File: src/rtl/munoc_axi_quiesce_ctrl.sv
// ---------------------------------------------------------------------------
// munoc_axi_quiesce_ctrl
//   Quiesces an AXI link before isolation. It tracks outstanding writes,
//   outstanding reads and the AW/W-last balance from observed handshakes.
//   When isolation is requested it blocks new address issue, waits for the
//   link to drain, and then closes the isolation gate and acknowledges.
//
// Ports
//   clk, rstnn            clock and asynchronous active-low reset
//   isolate_req           level request to quiesce and isolate the link
//   aw*/w*/b*/ar*/r*      observed AXI handshake signals (inputs only)
//   block_addr            masks new AW/AR issue upstream
//   isolate_gate          block control for the downstream isolation gate
//   isolate_ack           high while the link is isolated
//   num_wr, num_rd        outstanding write / read transaction counts
//   cnt_error             sticky counter overflow/underflow flag
// ---------------------------------------------------------------------------
module munoc_axi_quiesce_ctrl #(
  parameter int BW_CNT = 4
) (
  input  logic              clk,
  input  logic              rstnn,
  input  logic              isolate_req,
  input  logic              awvalid,
  input  logic              awready,
  input  logic              wvalid,
  input  logic              wready,
  input  logic              wlast,
  input  logic              bvalid,
  input  logic              bready,
  input  logic              arvalid,
  input  logic              arready,
  input  logic              rvalid,
  input  logic              rready,
  input  logic              rlast,
  output logic              block_addr,
  output logic              isolate_gate,
  output logic              isolate_ack,
  output logic [BW_CNT-1:0] num_wr,
  output logic [BW_CNT-1:0] num_rd,
  output logic              cnt_error
);

  localparam logic [1:0] S_RUN     = 2'd0;
  localparam logic [1:0] S_DRAIN   = 2'd1;
  localparam logic [1:0] S_ISO     = 2'd2;
  localparam logic [1:0] S_RELEASE = 2'd3;

  localparam logic [BW_CNT-1:0]        CNT_MAX = {BW_CNT{1'b1}};
  localparam logic [BW_CNT-1:0]        CNT_ONE = {{(BW_CNT-1){1'b0}}, 1'b1};
  localparam logic signed [BW_CNT:0]   BAL_MAX = {1'b0, {BW_CNT{1'b1}}};
  localparam logic signed [BW_CNT:0]   BAL_MIN = {1'b1, {BW_CNT{1'b0}}};
  localparam logic signed [BW_CNT:0]   BAL_ONE = {{BW_CNT{1'b0}}, 1'b1};

  logic [1:0]               r_state;
  logic [1:0]               w_state_nxt;
  logic [BW_CNT-1:0]        r_num_wr, r_num_rd;
  logic [BW_CNT-1:0]        w_wr_nxt, w_rd_nxt;
  // AW fires minus W-last fires; W data may legally precede its AW.
  logic signed [BW_CNT:0]   r_w_bal;
  logic signed [BW_CNT:0]   w_bal_nxt;
  logic                     r_cnt_error;
  logic                     w_wr_err, w_rd_err, w_bal_err;
  logic                     w_idle;

  wire w_aw_fire = awvalid & awready;
  wire w_wl_fire = wvalid & wready & wlast;
  wire w_b_fire  = bvalid & bready;
  wire w_ar_fire = arvalid & arready;
  wire w_rl_fire = rvalid & rready & rlast;

  // Counters saturate instead of wrapping; a blocked step raises the error.
  always_comb begin
    w_wr_nxt = r_num_wr;
    w_wr_err = 1'b0;
    if (w_aw_fire && !w_b_fire) begin
      if (r_num_wr == CNT_MAX) w_wr_err = 1'b1;
      else                     w_wr_nxt = r_num_wr + CNT_ONE;
    end else if (!w_aw_fire && w_b_fire) begin
      if (r_num_wr == '0) w_wr_err = 1'b1;
      else                w_wr_nxt = r_num_wr - CNT_ONE;
    end
  end

  always_comb begin
    w_rd_nxt = r_num_rd;
    w_rd_err = 1'b0;
    if (w_ar_fire && !w_rl_fire) begin
      if (r_num_rd == CNT_MAX) w_rd_err = 1'b1;
      else                     w_rd_nxt = r_num_rd + CNT_ONE;
    end else if (!w_ar_fire && w_rl_fire) begin
      if (r_num_rd == '0) w_rd_err = 1'b1;
      else                w_rd_nxt = r_num_rd - CNT_ONE;
    end
  end

  always_comb begin
    w_bal_nxt = r_w_bal;
    w_bal_err = 1'b0;
    if (w_aw_fire && !w_wl_fire) begin
      if (r_w_bal == BAL_MAX) w_bal_err = 1'b1;
      else                    w_bal_nxt = r_w_bal + BAL_ONE;
    end else if (!w_aw_fire && w_wl_fire) begin
      if (r_w_bal == BAL_MIN) w_bal_err = 1'b1;
      else                    w_bal_nxt = r_w_bal - BAL_ONE;
    end
  end

  // Drain completion looks at registered counts only, so a final response
  // handshake moves the FSM to ISOLATED one edge after the counts reach 0.
  assign w_idle = (r_num_wr == '0) && (r_num_rd == '0) && (r_w_bal == '0);

  always_comb begin
    w_state_nxt = r_state;
    case (r_state)
      S_RUN:     if (isolate_req) w_state_nxt = S_DRAIN;
      S_DRAIN:   if (!isolate_req) w_state_nxt = S_RUN;
                 else if (w_idle)  w_state_nxt = S_ISO;
      S_ISO:     if (!isolate_req) w_state_nxt = S_RELEASE;
      // Gate opens here while addresses stay blocked for one more cycle.
      S_RELEASE: w_state_nxt = S_RUN;
      default:   w_state_nxt = S_RUN;
    endcase
  end

  always_ff @(posedge clk or negedge rstnn) begin
    if (!rstnn) begin
      r_state     <= S_RUN;
      r_num_wr    <= '0;
      r_num_rd    <= '0;
      r_w_bal     <= '0;
      r_cnt_error <= 1'b0;
    end else begin
      r_state     <= w_state_nxt;
      r_num_wr    <= w_wr_nxt;
      r_num_rd    <= w_rd_nxt;
      r_w_bal     <= w_bal_nxt;
      r_cnt_error <= r_cnt_error | w_wr_err | w_rd_err | w_bal_err;
    end
  end

  // Control outputs decode only the state register: no input-to-output path.
  assign block_addr   = (r_state != S_RUN);
  assign isolate_gate = (r_state == S_ISO);
  assign isolate_ack  = (r_state == S_ISO);
  assign num_wr       = r_num_wr;
  assign num_rd       = r_num_rd;
  assign cnt_error    = r_cnt_error;

endmodule
File: config.mk
export PLATFORM = sky130hd
export DESIGN_NAME = munoc_axi_quiesce_ctrl
export DESIGN_NICKNAME = d
export VERILOG_FILES = /design/src/rtl/munoc_axi_quiesce_ctrl.sv
export SDC_FILE = /design/constraint.sdc
export NUM_CORES = 1
export LEC_CHECK = 0
export ABC_CLOCK_PERIOD_IN_PS = 2000
export BUFFER_PORTS_ARGS = -buffer_cell sky130_fd_sc_hd__clkbuf_2
export CAP_MARGIN = 20
export CORE_ASPECT_RATIO = 0.9
export CORE_MARGIN = 4
export CORE_UTILIZATION = 45
export CTS_CLUSTER_DIAMETER = 40
export DETAILED_ROUTE_END_ITERATION = 10
export GPL_ROUTABILITY_DRIVEN = 0
export PLACE_DENSITY_LB_ADDON = 0.1
export SLEW_MARGIN = 20
export SYNTH_ARGS = -nofsm -noshare
export SYNTH_HDL_FRONTEND = slang
export SYNTH_SLANG_ARGS = --single-unit
File: constraint.sdc
create_clock -name clk -period 2 [get_ports clk]
set_input_delay 0.1 -clock clk [delete_from_list [all_inputs] [get_ports clk]]
set_output_delay 0.1 -clock clk [all_outputs]
set_load 0.1 [all_outputs]
==> flow_metrics.tcl <==
set metrics [dict create \
    detail_route.wl_per_cell_um 15.0 \
    synth.avg_cell_area_um2 10.7 \
    areaGrowthSynthToFinish_pct 16.9 \
    vias_per_cell 5.50 \
    hold_buffers 1 \
    clk_latency_ns 0.28 \
    gr-usage-all-layers 0.160 \
    die_x_um 63.2 \
    synthFlopType "dfrtp_1" \
    cts_repair_resize_count 0 \
    yosys_warnings 0 \
    r2r_start "r_w_bal[0]" \
    peakVddDrop_mv 0.949 \
    layout-drive-gt1-share 0.324 \
    final_common_cell "clkbuf_2" \
    holdWs_ns 0.0343 \
    worstSetupEndpointType "flip-flop" \
    rows 17 \
    arrival_ns 1.97 \
    worstPathRequired_ns 2.22 \
    cts_tree "built" \
    drtPass1Iterations 4 \
    final_cells 173 \
    timing.final.ws_setup_ns 0.247 \
    async_flop_share 1.00 \
    slew_headroom 0.639 \
    path_clk_slew_ns 0.10 \
    pre_cts_ws_ns 0.131 \
    grt_max_degree 17 \
    dp.cells 168 \
    worst-slew-pin-transition_ns 0.544 \
    cts_sinks 16 \
    grt_pass1_vias 1021 \
    startpoint "r_w_bal[0]" \
    syn-cell-area_mm2 0.00123 \
    grt_setup_unrepaired "false" \
    power_density_mw_per_mm2 1750 \
    outcome "finished clean" \
    power_mw 2.53 \
    start_kind "flip-flop" \
    num_vias 951 \
    numCtsBuffers 3 \
    ys_types 33 \
    postRouteAntennaNets 0 \
    seq_area_um2 405 \
    clock_skew_ns 0.00224 \
    multi_input_area_um2 786 \
    htreeDepth 1 \
    hp-start "isolate_req" \
    final_min_period_over_clock_period 0.876 \
    postCtsSetupBuffers 0 \
    max_cap_viol_count 0 \
    synth_cells 115 \
    clockBufferDepth 2 \
    core_area_mm2 0.00253 \
    nets 178 \
    synth_seq_cells 16 \
    synthesis.nets 147 \
    gr-total-overflow 0 \
    antenna_found_initial 0 \
    die_area_mm2 0.00365 \
    initial_utilization 0.488 \
    drt_iter0_markers 23 \
    setup_tns_ns 0 \
    io_pins 27 \
    hold_viol_final 0 \
    setup_viol_count_final 0 \
    max_freq_mhz 570 \
    path_class "flip-flop to flip-flop" \
    die_h_um 57.7 \
    mostFrequentLayoutCells "26 x clkbuf_2, 14 x ha_1, 12 x dfrtp_1, 11 x inv_1, 10 x a21oi_1" \
    seq_area_frac_synth 0.324 \
    synth_edf_count 0 \
    dp_hpwl_um 2120 \
    hp-class "input port to flip-flop" \
    period_needed_ns 1.75 \
    drt-total-wl_um 2600 \
    root_buffer "clkbuf_4" \
    grt_pass1_wl_um 4620 \
    fill_cells 243 \
    cp_max_fo 4 \
    antenna_cells 0 \
    drv_slew 0 \
    p_leak_nw 0.679 \
    drc 0 \
    portBuffers 26 \
]
==> cell type report <==
type	count	share of cell area
tap	28	0.0243
multi-input combinational	87	0.544
inverter	11	0.0286
sequential	16	0.281
timing repair buffer	27	0.0971
clock buffer	4	0.0251
==> critical path, stage by stage (launching register included) <==
cell      delay, ns
dfrtp_1        0.45
inv_1          0.12
fa_1           0.47
nand3b_1       0.19
and3_1         0.17
o21ai_1        0.15
xnor2_1        0.13
==> routing by layer <==
metal | wire (um) | track usage | up-vias
li1 | - | - | 466
met1 | 1010 | 0.169 | 464
met4 | 32 | 0.0369 | 0
met3 | 114 | 0.0329 | 4
met2 | 1440 | 0.325 | 17
met5 | 0 | 0 | -
==> logic make-up after synthesis <==
logic type / count (synthesis) / synth area share
muxes: 5 / 0.0476
adders and majority gates: 17 / 0.190
and+or+nand+nor: 35 / 0.195
buffers and inverters: 12 / 0.0395
DFF: 16 / 0.324
AOI/OAI and AO/OA: 20 / 0.133
xor gates and xnor gates: 10 / 0.0709
==> flip-flops by register name, summed over array words and instances (netlist names), named ones only <==
register and count:
r_w_bal 5, num_rd 4, num_wr 4, cnt_error 1, r_state 1
==> final timing paths <==
check,end,slack [ns],cells past startpoint
max in group asynchronous,num_rd[1],1.44,2
hold / removal,r_state[0],0.03,2
hold reg to reg,r_state[0],0.51,1
setup reg to reg,r_w_bal[4],0.25,6
min in group asynchronous,r_state[0],0.26,2
setup / recovery,r_w_bal[4],0.25,6
==> per-stage QoR <==
step	area, um^2	util
final	1440	0.570
after global placement	1400	0.552
after CTS	1440	0.570
after detailed placement	1400	0.552
after floorplan	1240	-
after global routing	1440	0.570
==> report_power, final <==
group          internal, mW  total [mW]  switching [mW]
registers             0.480       0.744           0.264
logic                 0.473        1.57            1.10
clock network         0.111       0.219           0.108
==> synth_stat cells, types with 2 or more instances <==
library cell  count  area share
nor2b_1           3       0.015
nand2_1           6       0.018
o21ai_1           2      0.0081
inv_1            11       0.033
a21oi_1          10       0.041
nor2_1            2      0.0061
a221oi_4          2       0.043
nand2b_1          2       0.010
and3_1            5       0.025
and4_4            2       0.018
dfrtp_1          16        0.32
nand4_1           2       0.010
ha_1             14        0.14
nor4_4            2       0.034
and2_1            3       0.015
xor2_1            3       0.021
nand3_1           5       0.020
mux2_2            2       0.018
xnor2_1           7       0.050
fa_1              3       0.049
(Power assumes the default switching activity.)
